--- src/rtl/regfile_wb_sched_if.sv ---
// regfile_wb_sched_if: issue/writeback/register-file-write bundle for the writeback scheduler
// Signals: issue_* (decode handshake), alu_wb_* / mem_wb_* (writeback requests),
// write_* (register-file write port), busy_mask, wb_err, idle (status).
// master = driving side (decode, execution units, observer), slave = scheduler.
interface regfile_wb_sched_if #(
    parameter int XLEN = 64,
    parameter int NREGS = 32,
    parameter int AW = 5
);
    logic            issue_valid;
    logic [AW-1:0]   issue_rs1;
    logic [AW-1:0]   issue_rs2;
    logic [AW-1:0]   issue_rd;
    logic            issue_wr;
    logic            issue_ready;
    logic            alu_wb_valid;
    logic [AW-1:0]   alu_wb_rd;
    logic [XLEN-1:0] alu_wb_val;
    logic            alu_wb_ready;
    logic            mem_wb_valid;
    logic [AW-1:0]   mem_wb_rd;
    logic [XLEN-1:0] mem_wb_val;
    logic            mem_wb_ready;
    logic            write_sig;
    logic [AW-1:0]   write_reg;
    logic [XLEN-1:0] write_val;
    logic [NREGS-1:0] busy_mask;
    logic            wb_err;
    logic            idle;
    modport master (
        output issue_valid, issue_rs1, issue_rs2, issue_rd, issue_wr,
        output alu_wb_valid, alu_wb_rd, alu_wb_val,
        output mem_wb_valid, mem_wb_rd, mem_wb_val,
        input  issue_ready, alu_wb_ready, mem_wb_ready,
        input  write_sig, write_reg, write_val, busy_mask, wb_err, idle
    );
    modport slave (
        input  issue_valid, issue_rs1, issue_rs2, issue_rd, issue_wr,
        input  alu_wb_valid, alu_wb_rd, alu_wb_val,
        input  mem_wb_valid, mem_wb_rd, mem_wb_val,
        output issue_ready, alu_wb_ready, mem_wb_ready,
        output write_sig, write_reg, write_val, busy_mask, wb_err, idle
    );
endinterface

--- src/rtl/regfile_wb_sched.sv ---
// regfile_wb_sched: scoreboard and round-robin writeback scheduler for a 1W2R register file
// Ports: clk; reset (asynchronous, active-high); bus (slave modport) carrying the issue
// handshake, ALU and MEM writeback requests, the registered register-file write port
// (write_sig/write_reg/write_val), busy_mask, sticky wb_err and idle.
module regfile_wb_sched #(
    parameter int XLEN = 64,
    parameter int NREGS = 32,
    parameter int AW = 5
) (
    input logic clk,
    input logic reset,
    regfile_wb_sched_if.slave bus
);
    logic [NREGS-1:0] r_busy;
    logic             r_write_sig;
    logic [AW-1:0]    r_write_reg;
    logic [XLEN-1:0]  r_write_val;
    logic             r_wb_err;
    logic             r_last_mem;
    logic             w_ready;
    logic             w_fire;
    logic             w_alu_g;
    logic             w_mem_g;
    logic             w_grant;
    logic [AW-1:0]    w_rd;
    logic [XLEN-1:0]  w_val;
    logic [NREGS-1:0] w_set;
    logic [NREGS-1:0] w_clr;
    logic [NREGS-1:0] w_busy_nxt;

    always_comb begin
        w_ready = !r_busy[bus.issue_rs1] && !r_busy[bus.issue_rs2] && !(bus.issue_wr && r_busy[bus.issue_rd]);
        w_fire = bus.issue_valid && w_ready;
        // On a tie the source that did not win last time gets the port.
        w_alu_g = bus.alu_wb_valid && (!bus.mem_wb_valid || r_last_mem);
        w_mem_g = bus.mem_wb_valid && (!bus.alu_wb_valid || !r_last_mem);
        w_grant = w_alu_g || w_mem_g;
        w_rd = w_mem_g ? bus.mem_wb_rd : bus.alu_wb_rd;
        w_val = w_mem_g ? bus.mem_wb_val : bus.alu_wb_val;
        w_set = (w_fire && bus.issue_wr) ? (NREGS'(1) << bus.issue_rd) : '0;
        // The busy bit drops in the same edge the register file commits the write.
        w_clr = r_write_sig ? (NREGS'(1) << r_write_reg) : '0;
        w_busy_nxt = ((r_busy & ~w_clr) | w_set) & ~NREGS'(1);
    end

    always_ff @(posedge clk or posedge reset) begin
        if (reset) begin
            r_busy      <= '0;
            r_write_sig <= 1'b0;
            r_write_reg <= '0;
            r_write_val <= '0;
            r_wb_err    <= 1'b0;
            r_last_mem  <= 1'b0;
        end else begin
            r_busy      <= w_busy_nxt;
            r_write_sig <= w_grant && (w_rd != '0);
            if (w_grant) begin
                r_write_reg <= w_rd;
                r_write_val <= w_val;
                r_last_mem  <= w_mem_g;
            end
            if (w_grant && (w_rd != '0) && !r_busy[w_rd])
                r_wb_err <= 1'b1;
        end
    end

    assign bus.issue_ready  = w_ready;
    assign bus.alu_wb_ready = w_alu_g;
    assign bus.mem_wb_ready = w_mem_g;
    assign bus.write_sig    = r_write_sig;
    assign bus.write_reg    = r_write_reg;
    assign bus.write_val    = r_write_val;
    assign bus.busy_mask    = r_busy;
    assign bus.wb_err       = r_wb_err;
    assign bus.idle         = (r_busy == '0) && !r_write_sig;
endmodule

--- src/flat_wrapper.sv ---
// flat-port wrapper written by rule: the top's interface ports become plain ports
module regfile_wb_sched_flat 
#(
    parameter int XLEN = 64,
    parameter int NREGS = 32,
    parameter int AW = 5
)
  (clk, reset, bus_issue_valid, bus_issue_rs1, bus_issue_rs2, bus_issue_rd, bus_issue_wr, bus_alu_wb_valid, bus_alu_wb_rd, bus_alu_wb_val, bus_mem_wb_valid, bus_mem_wb_rd, bus_mem_wb_val, bus_issue_ready, bus_alu_wb_ready, bus_mem_wb_ready, bus_write_sig, bus_write_reg, bus_write_val, bus_busy_mask, bus_wb_err, bus_idle);
  regfile_wb_sched_if #(.XLEN(XLEN), .NREGS(NREGS), .AW(AW)) bus_i ();
  input logic clk;
  input logic reset;
  input wire logic [$bits(bus_i.issue_valid)-1:0] bus_issue_valid;
  input wire logic [$bits(bus_i.issue_rs1)-1:0] bus_issue_rs1;
  input wire logic [$bits(bus_i.issue_rs2)-1:0] bus_issue_rs2;
  input wire logic [$bits(bus_i.issue_rd)-1:0] bus_issue_rd;
  input wire logic [$bits(bus_i.issue_wr)-1:0] bus_issue_wr;
  input wire logic [$bits(bus_i.alu_wb_valid)-1:0] bus_alu_wb_valid;
  input wire logic [$bits(bus_i.alu_wb_rd)-1:0] bus_alu_wb_rd;
  input wire logic [$bits(bus_i.alu_wb_val)-1:0] bus_alu_wb_val;
  input wire logic [$bits(bus_i.mem_wb_valid)-1:0] bus_mem_wb_valid;
  input wire logic [$bits(bus_i.mem_wb_rd)-1:0] bus_mem_wb_rd;
  input wire logic [$bits(bus_i.mem_wb_val)-1:0] bus_mem_wb_val;
  output wire logic [$bits(bus_i.issue_ready)-1:0] bus_issue_ready;
  output wire logic [$bits(bus_i.alu_wb_ready)-1:0] bus_alu_wb_ready;
  output wire logic [$bits(bus_i.mem_wb_ready)-1:0] bus_mem_wb_ready;
  output wire logic [$bits(bus_i.write_sig)-1:0] bus_write_sig;
  output wire logic [$bits(bus_i.write_reg)-1:0] bus_write_reg;
  output wire logic [$bits(bus_i.write_val)-1:0] bus_write_val;
  output wire logic [$bits(bus_i.busy_mask)-1:0] bus_busy_mask;
  output wire logic [$bits(bus_i.wb_err)-1:0] bus_wb_err;
  output wire logic [$bits(bus_i.idle)-1:0] bus_idle;
  assign bus_i.issue_valid = bus_issue_valid;
  assign bus_i.issue_rs1 = bus_issue_rs1;
  assign bus_i.issue_rs2 = bus_issue_rs2;
  assign bus_i.issue_rd = bus_issue_rd;
  assign bus_i.issue_wr = bus_issue_wr;
  assign bus_i.alu_wb_valid = bus_alu_wb_valid;
  assign bus_i.alu_wb_rd = bus_alu_wb_rd;
  assign bus_i.alu_wb_val = bus_alu_wb_val;
  assign bus_i.mem_wb_valid = bus_mem_wb_valid;
  assign bus_i.mem_wb_rd = bus_mem_wb_rd;
  assign bus_i.mem_wb_val = bus_mem_wb_val;
  assign bus_issue_ready = bus_i.issue_ready;
  assign bus_alu_wb_ready = bus_i.alu_wb_ready;
  assign bus_mem_wb_ready = bus_i.mem_wb_ready;
  assign bus_write_sig = bus_i.write_sig;
  assign bus_write_reg = bus_i.write_reg;
  assign bus_write_val = bus_i.write_val;
  assign bus_busy_mask = bus_i.busy_mask;
  assign bus_wb_err = bus_i.wb_err;
  assign bus_idle = bus_i.idle;
  regfile_wb_sched #(.XLEN(XLEN), .NREGS(NREGS), .AW(AW)) u_core (.clk(clk), .reset(reset), .bus(bus_i));
endmodule
--- config.mk ---
export PLATFORM = sky130hd
export DESIGN_NAME = regfile_wb_sched_flat
export DESIGN_NICKNAME = d
export VERILOG_FILES = /design/src/rtl/regfile_wb_sched_if.sv /design/src/rtl/regfile_wb_sched.sv /design/src/flat_wrapper.sv
export SDC_FILE = /design/constraint.sdc
export NUM_CORES = 1
export LEC_CHECK = 0
export ABC_CLOCK_PERIOD_IN_PS = 6200
export CAP_MARGIN = 20
export CELL_PAD_IN_SITES_DETAIL_PLACEMENT = 1
export CELL_PAD_IN_SITES_GLOBAL_PLACEMENT = 1
export CORE_UTILIZATION = 33
export CTS_BUF_LIST = sky130_fd_sc_hd__clkbuf_8 sky130_fd_sc_hd__clkbuf_16
export CTS_CLUSTER_SIZE = 24
export DETAILED_ROUTE_END_ITERATION = 16
export PLACE_DENSITY = 0.84
export SLEW_MARGIN = 20
export SYNTH_ARGS = -nofsm -noshare
export SYNTH_HDL_FRONTEND = slang
export SYNTH_SLANG_ARGS = --single-unit
--- constraint.sdc ---
create_clock -name clk -period 6.2 [get_ports clk]
set_clock_uncertainty 0.1 [all_clocks]
set_input_delay 0.62 -clock clk [delete_from_list [all_inputs] [get_ports clk]]
set_output_delay 0.62 -clock clk [all_outputs]
set_load 0.02 [all_outputs]
==> Implementation_results.wiki <==
{| class="wikitable"
! Metric !! Value
|-
| Clock-pin slew of the registers on the worst-case setup and hold paths || 0.07 ns
|-
| # clock sinks || 103
|-
| CTS hold repair buffers || 0
|-
| Number of pins with negative max-slew slack in the final report || 0
|-
| Routability cong. || about 0.92
|-
| Synthesized area per cell || roughly 9 um2
|-
| Most common library cell in the layout ignoring fill and taps || sky130_fd_sc_hd__clkdlybuf4s50_1
|-
| Maximum clock path buffer count || 2
|-
| Effective utilization at floorplan || 33.9%
|-
| Measured slew at the worst slew-check pin || 1.12 ns
|-
| Count of instances resized after the clock tree is built || 0
|-
| Dominant register cell in the synthesized netlist || sky130_fd_sc_hd__dfrtp_1
|-
| Synth unique cells || 49
|-
| Maximum single-stage delay on the critical path || ~1.2 ns
|-
| Relative slew slack || 25.2%
|-
| Achievable clock frequency || 213 MHz
|-
| Boundary pin count || 266
|-
| Clock root buffer || sky130_fd_sc_hd__clkbuf_16
|-
| Leak || approximately 3.5 nW
|-
| Share of synthesized area occupied by flip-flops and latches || 44.0%
|-
| Syn Nets || around 810
|-
| Synth Area in XOR/XNOR || 0%
|-
| Die span in y || approximately 140 um
|-
| Path category of the worst min-delay check || reg2reg
|-
| Share of synthesized cell area in and, or, nand and nor gates || 20.6%
|-
| Clock H-tree levels || 3
|-
| First-pass GRT wire length || 37.9 mm
|-
| Worst vdd rail ir drop || 0.194 mV
|-
| Fraction of final layout cells with drive strength greater than 1 || around 6.4%
|-
| Crit end category || output pin
|-
| Peak fanout along the critical path || 32
|-
| Fraction of the mapped netlist area in adder cells || 0%
|-
| Synth Cell Area || approximately 5900 um2
|-
| Fin cells || 1121
|-
| Dominant cells by area after synthesis || sky130_fd_sc_hd__dfrtp_1, sky130_fd_sc_hd__nor2_1, sky130_fd_sc_hd__mux4_2
|-
| Master of the slowest instance on the critical path || sky130_fd_sc_hd__clkdlybuf4s50_1
|-
| Detailed-route vias per instance || 5.66
|-
| Number of antenna violations at the first check in global routing || 0
|-
| Int Pwr || around 1.7 mW
|-
| TritonCTS buffer count || 9
|-
| Post-synthesis mux area share || 14.7%
|-
| Global-route total usage across every layer || 27.6%
|-
| Signed area change from the synthesized netlist to the final layout || 52.5%
|-
| Post-CTS repair timing setup buffer count || 0
|-
| Routed wire length per instance || 22.2 um
|-
| Mapped Cells || 653
|-
| X dimension of the die || 135 um
|-
| Total negative slack for setup checks || 0 ns
|-
| Count of buffers inserted at the top-level ports || about 260
|-
| Kind of critical path || in2out
|-
| Row Count || between 40 and 50
|-
| P_sw || approximately 1.2 mW
|-
| Length of the first detailed-routing pass in iterations || 5
|-
| Area of the core region || between 15000 and 20000 um2
|-
| Required time of the critical path || 5.48 ns
|-
| Count of buffer and inverter cells on the critical path || 4
|-
| CTS tree || built
|-
| Post-synthesis sequential element count || approximately 100
|-
| Power share of the combinational group || 40.9%
|-
| DRT Wirelength || 24.9 mm
|-
| Vias in the first global route || 6758
|-
| Worst endpoint data arrival time || a little under 4 ns
|-
| Sequential cell fraction of total power || 40.8%
|-
| Switching fraction of total power || around two fifths
|-
| Highest-count cells in the layout ignoring fill and taps || sky130_fd_sc_hd__clkdlybuf4s50_1, sky130_fd_sc_hd__nor2_1, sky130_fd_sc_hd__dfrtp_1, sky130_fd_sc_hd__o22ai_1, sky130_fd_sc_hd__o21ai_0
|-
| Share of synthesized registers carrying an async set or reset || 100%
|-
| Post-layout min period || ~4.7 ns
|-
| Count of filler cells inserted in the layout || 2006
|-
| Total number of vias || 6341
|-
| Number of warning messages in the yosys log || 0
|-
| Largest net degree at the start of global routing || 67
|-
| Chain of cells forming the critical path || clkdlybuf4s50_1 -> mux2i_1 -> mux4_2 -> nor3_1 -> o41ai_1 -> nand3_1 -> buf_4 -> inv_1 -> clkdlybuf4s50_1
|-
| DR iter-0 viols || 521
|-
| Most area-hungry cell type in the Yosys netlist || sky130_fd_sc_hd__dfrtp_1
|-
| Compound-gate portion of the synthesized area || 17.0%
|-
| RSZ-0062 raised after global routing || no
|-
| Cell with the most instances on the worst path || sky130_fd_sc_hd__clkdlybuf4s50_1
|-
| Largest family of logic cells by synthesized area || simple AND/OR/NAND/NOR gates
|-
| Share of total power in the clock network || 18.3%
|-
| Final Hold Violating Endpoints || 0
|-
| Number of enable flip-flop cells after synthesis || 0
|-
| Max_cap viols || 0
|-
| Post-synth top area share || 44.0%
|-
| Post-placement cell count || 1105
|-
| Grt ovf || 0
|-
| HPWL after DPL || between 15 and 20 mm
|-
| Result of the run || completed
|-
| Crit start category || input port
|-
| Residual DRC count || 0
|-
| # diodes || 0
|-
| Power density normalized to cell area || 332 nW/um2
|-
| Antenna violation net count after detailed routing || 0
|-
| Die ar. || 18300 um2
|-
| Final clock period utilization by the worst path || between 70 and 80%
|-
| Clock network latency to the later pin of the worst-skew pair || 0.36 ns
|-
| Number of nets in the layout || around 1100
|-
| # setup viols final || 0
|-
| Number of flip-flops under the largest register name || 64
|-
| CP delay by family, top || buffers and inverters
|}
-- cells in the mapped netlist, types with 4 or more instances --
library cell	n
sky130_fd_sc_hd__nor3b_1	7
sky130_fd_sc_hd__mux2i_1	35
sky130_fd_sc_hd__dfrtp_1	103
sky130_fd_sc_hd__o21ai_0	62
sky130_fd_sc_hd__nor2_1	142
sky130_fd_sc_hd__or2_2	6
sky130_fd_sc_hd__a21oi_1	12
sky130_fd_sc_hd__o22ai_1	62
sky130_fd_sc_hd__nand2b_1	6
sky130_fd_sc_hd__mux4_2	18
sky130_fd_sc_hd__nand2_1	54
sky130_fd_sc_hd__a22oi_1	4
sky130_fd_sc_hd__clkbuf_1	31
sky130_fd_sc_hd__nor4_1	11
sky130_fd_sc_hd__buf_2	6
sky130_fd_sc_hd__and3_1	5
sky130_fd_sc_hd__nor2b_1	9
sky130_fd_sc_hd__nand3_1	6
sky130_fd_sc_hd__nor3_1	9
sky130_fd_sc_hd__mux2_2	6
sky130_fd_sc_hd__inv_1	8
sky130_fd_sc_hd__a31oi_1	6
sky130_fd_sc_hd__nand3b_1	6
-- power groups by stage --
stage / Combinational (mW) / Clock (mW) / Sequential, mW
4_1_cts: 1.22 / 0.557 / 1.19
3_5_place_dp: 1.21 / 0 / 1.20
3_3_place_gp: 1.18 / 0 / 1.20
2_1_floorplan: 0.471 / 0 / 1.20
6_report: 1.21 / 0.545 / 1.21
5_1_grt: 1.30 / 0.583 / 1.22
-- stage by stage --
stage | setup slack, ns | util [%] | cell area, um2 | power, mW | hold WS [ns]
after global routing | 1.35 | 51.6 | 8930 | 3.10 | 0.471
after global placement | 1.65 | 50.0 | 8660 | 2.38 | 0.416
after floorplan | 2.78 | - | 5860 | 1.68 | 0.442
after CTS | 1.52 | 51.6 | 8930 | 2.97 | 0.441
final | 1.51 | 51.6 | 8930 | 2.97 | 0.437
after detailed placement | 1.55 | 50.0 | 8660 | 2.41 | 0.426
-- cell families after synthesis --
group / after synthesis
DFF: 103
and+or+nand+nor: 270
muxes: 61
other: 1
AOI/OAI and AO/OA: 167
buffers and inverters: 51
-- final cells by class --
| class | count | area [um2] | share of cell area, % |
|---|---|---|---|
| clock inverter | 7 | 50.0 | 0.560 |
| sequential | 103 | 2580 | 28.9 |
| clock buffer | 9 | 225 | 2.52 |
| timing repair buffer | 269 | 2680 | 30.0 |
| inverter | 9 | 36.3 | 0.406 |
| multi-input combinational | 499 | 3080 | 34.5 |
| tap | 225 | 282 | 3.15 |
-- worst register-to-register path, cell delays in order, from the launching register on --
cell and delay [ns]:
sky130_fd_sc_hd__dfrtp_1 0.51, sky130_fd_sc_hd__a21bo_2 0.38, sky130_fd_sc_hd__buf_4 0.66, sky130_fd_sc_hd__mux2i_1 0.44
sky130_fd_sc_hd__nand2_1 0.09, sky130_fd_sc_hd__a311oi_1 0.29, sky130_fd_sc_hd__o21a_1 0.18, sky130_fd_sc_hd__o31ai_1 0.07
-- metal layers --
metal | GRT usage [%] | vias up | share of wire (%)
met1 | 33.0 | 3142 | 39
li1 | - | 2833 | -
met5 | 0 | - | 0
met3 | 7.22 | 88 | 7.2
met4 | 15.4 | 0 | 4.9
met2 | 45.3 | 278 | 48
-- path summary, 6_finish.rpt --
| check | from | endpoint | slack [ns] | depth (start not counted) |
|---|---|---|---|---|
| min | u_core.bus.write_val[38] | u_core.bus.write_val[38] | 0.44 | 2 |
| max | bus_issue_rd[1] | bus_issue_ready | 1.51 | 9 |
| max reg2reg | u_core.r_last_mem | u_core.bus.wb_err | 3.36 | 7 |
| min in group asynchronous | reset | u_core.bus.write_val[31] | 0.61 | 2 |
| max in group asynchronous | reset | u_core.bus.write_reg[0] | 4.24 | 3 |
| min reg2reg | u_core.bus.write_val[38] | u_core.bus.write_val[38] | 0.44 | 2 |
Power figures use the tool's default switching activity.
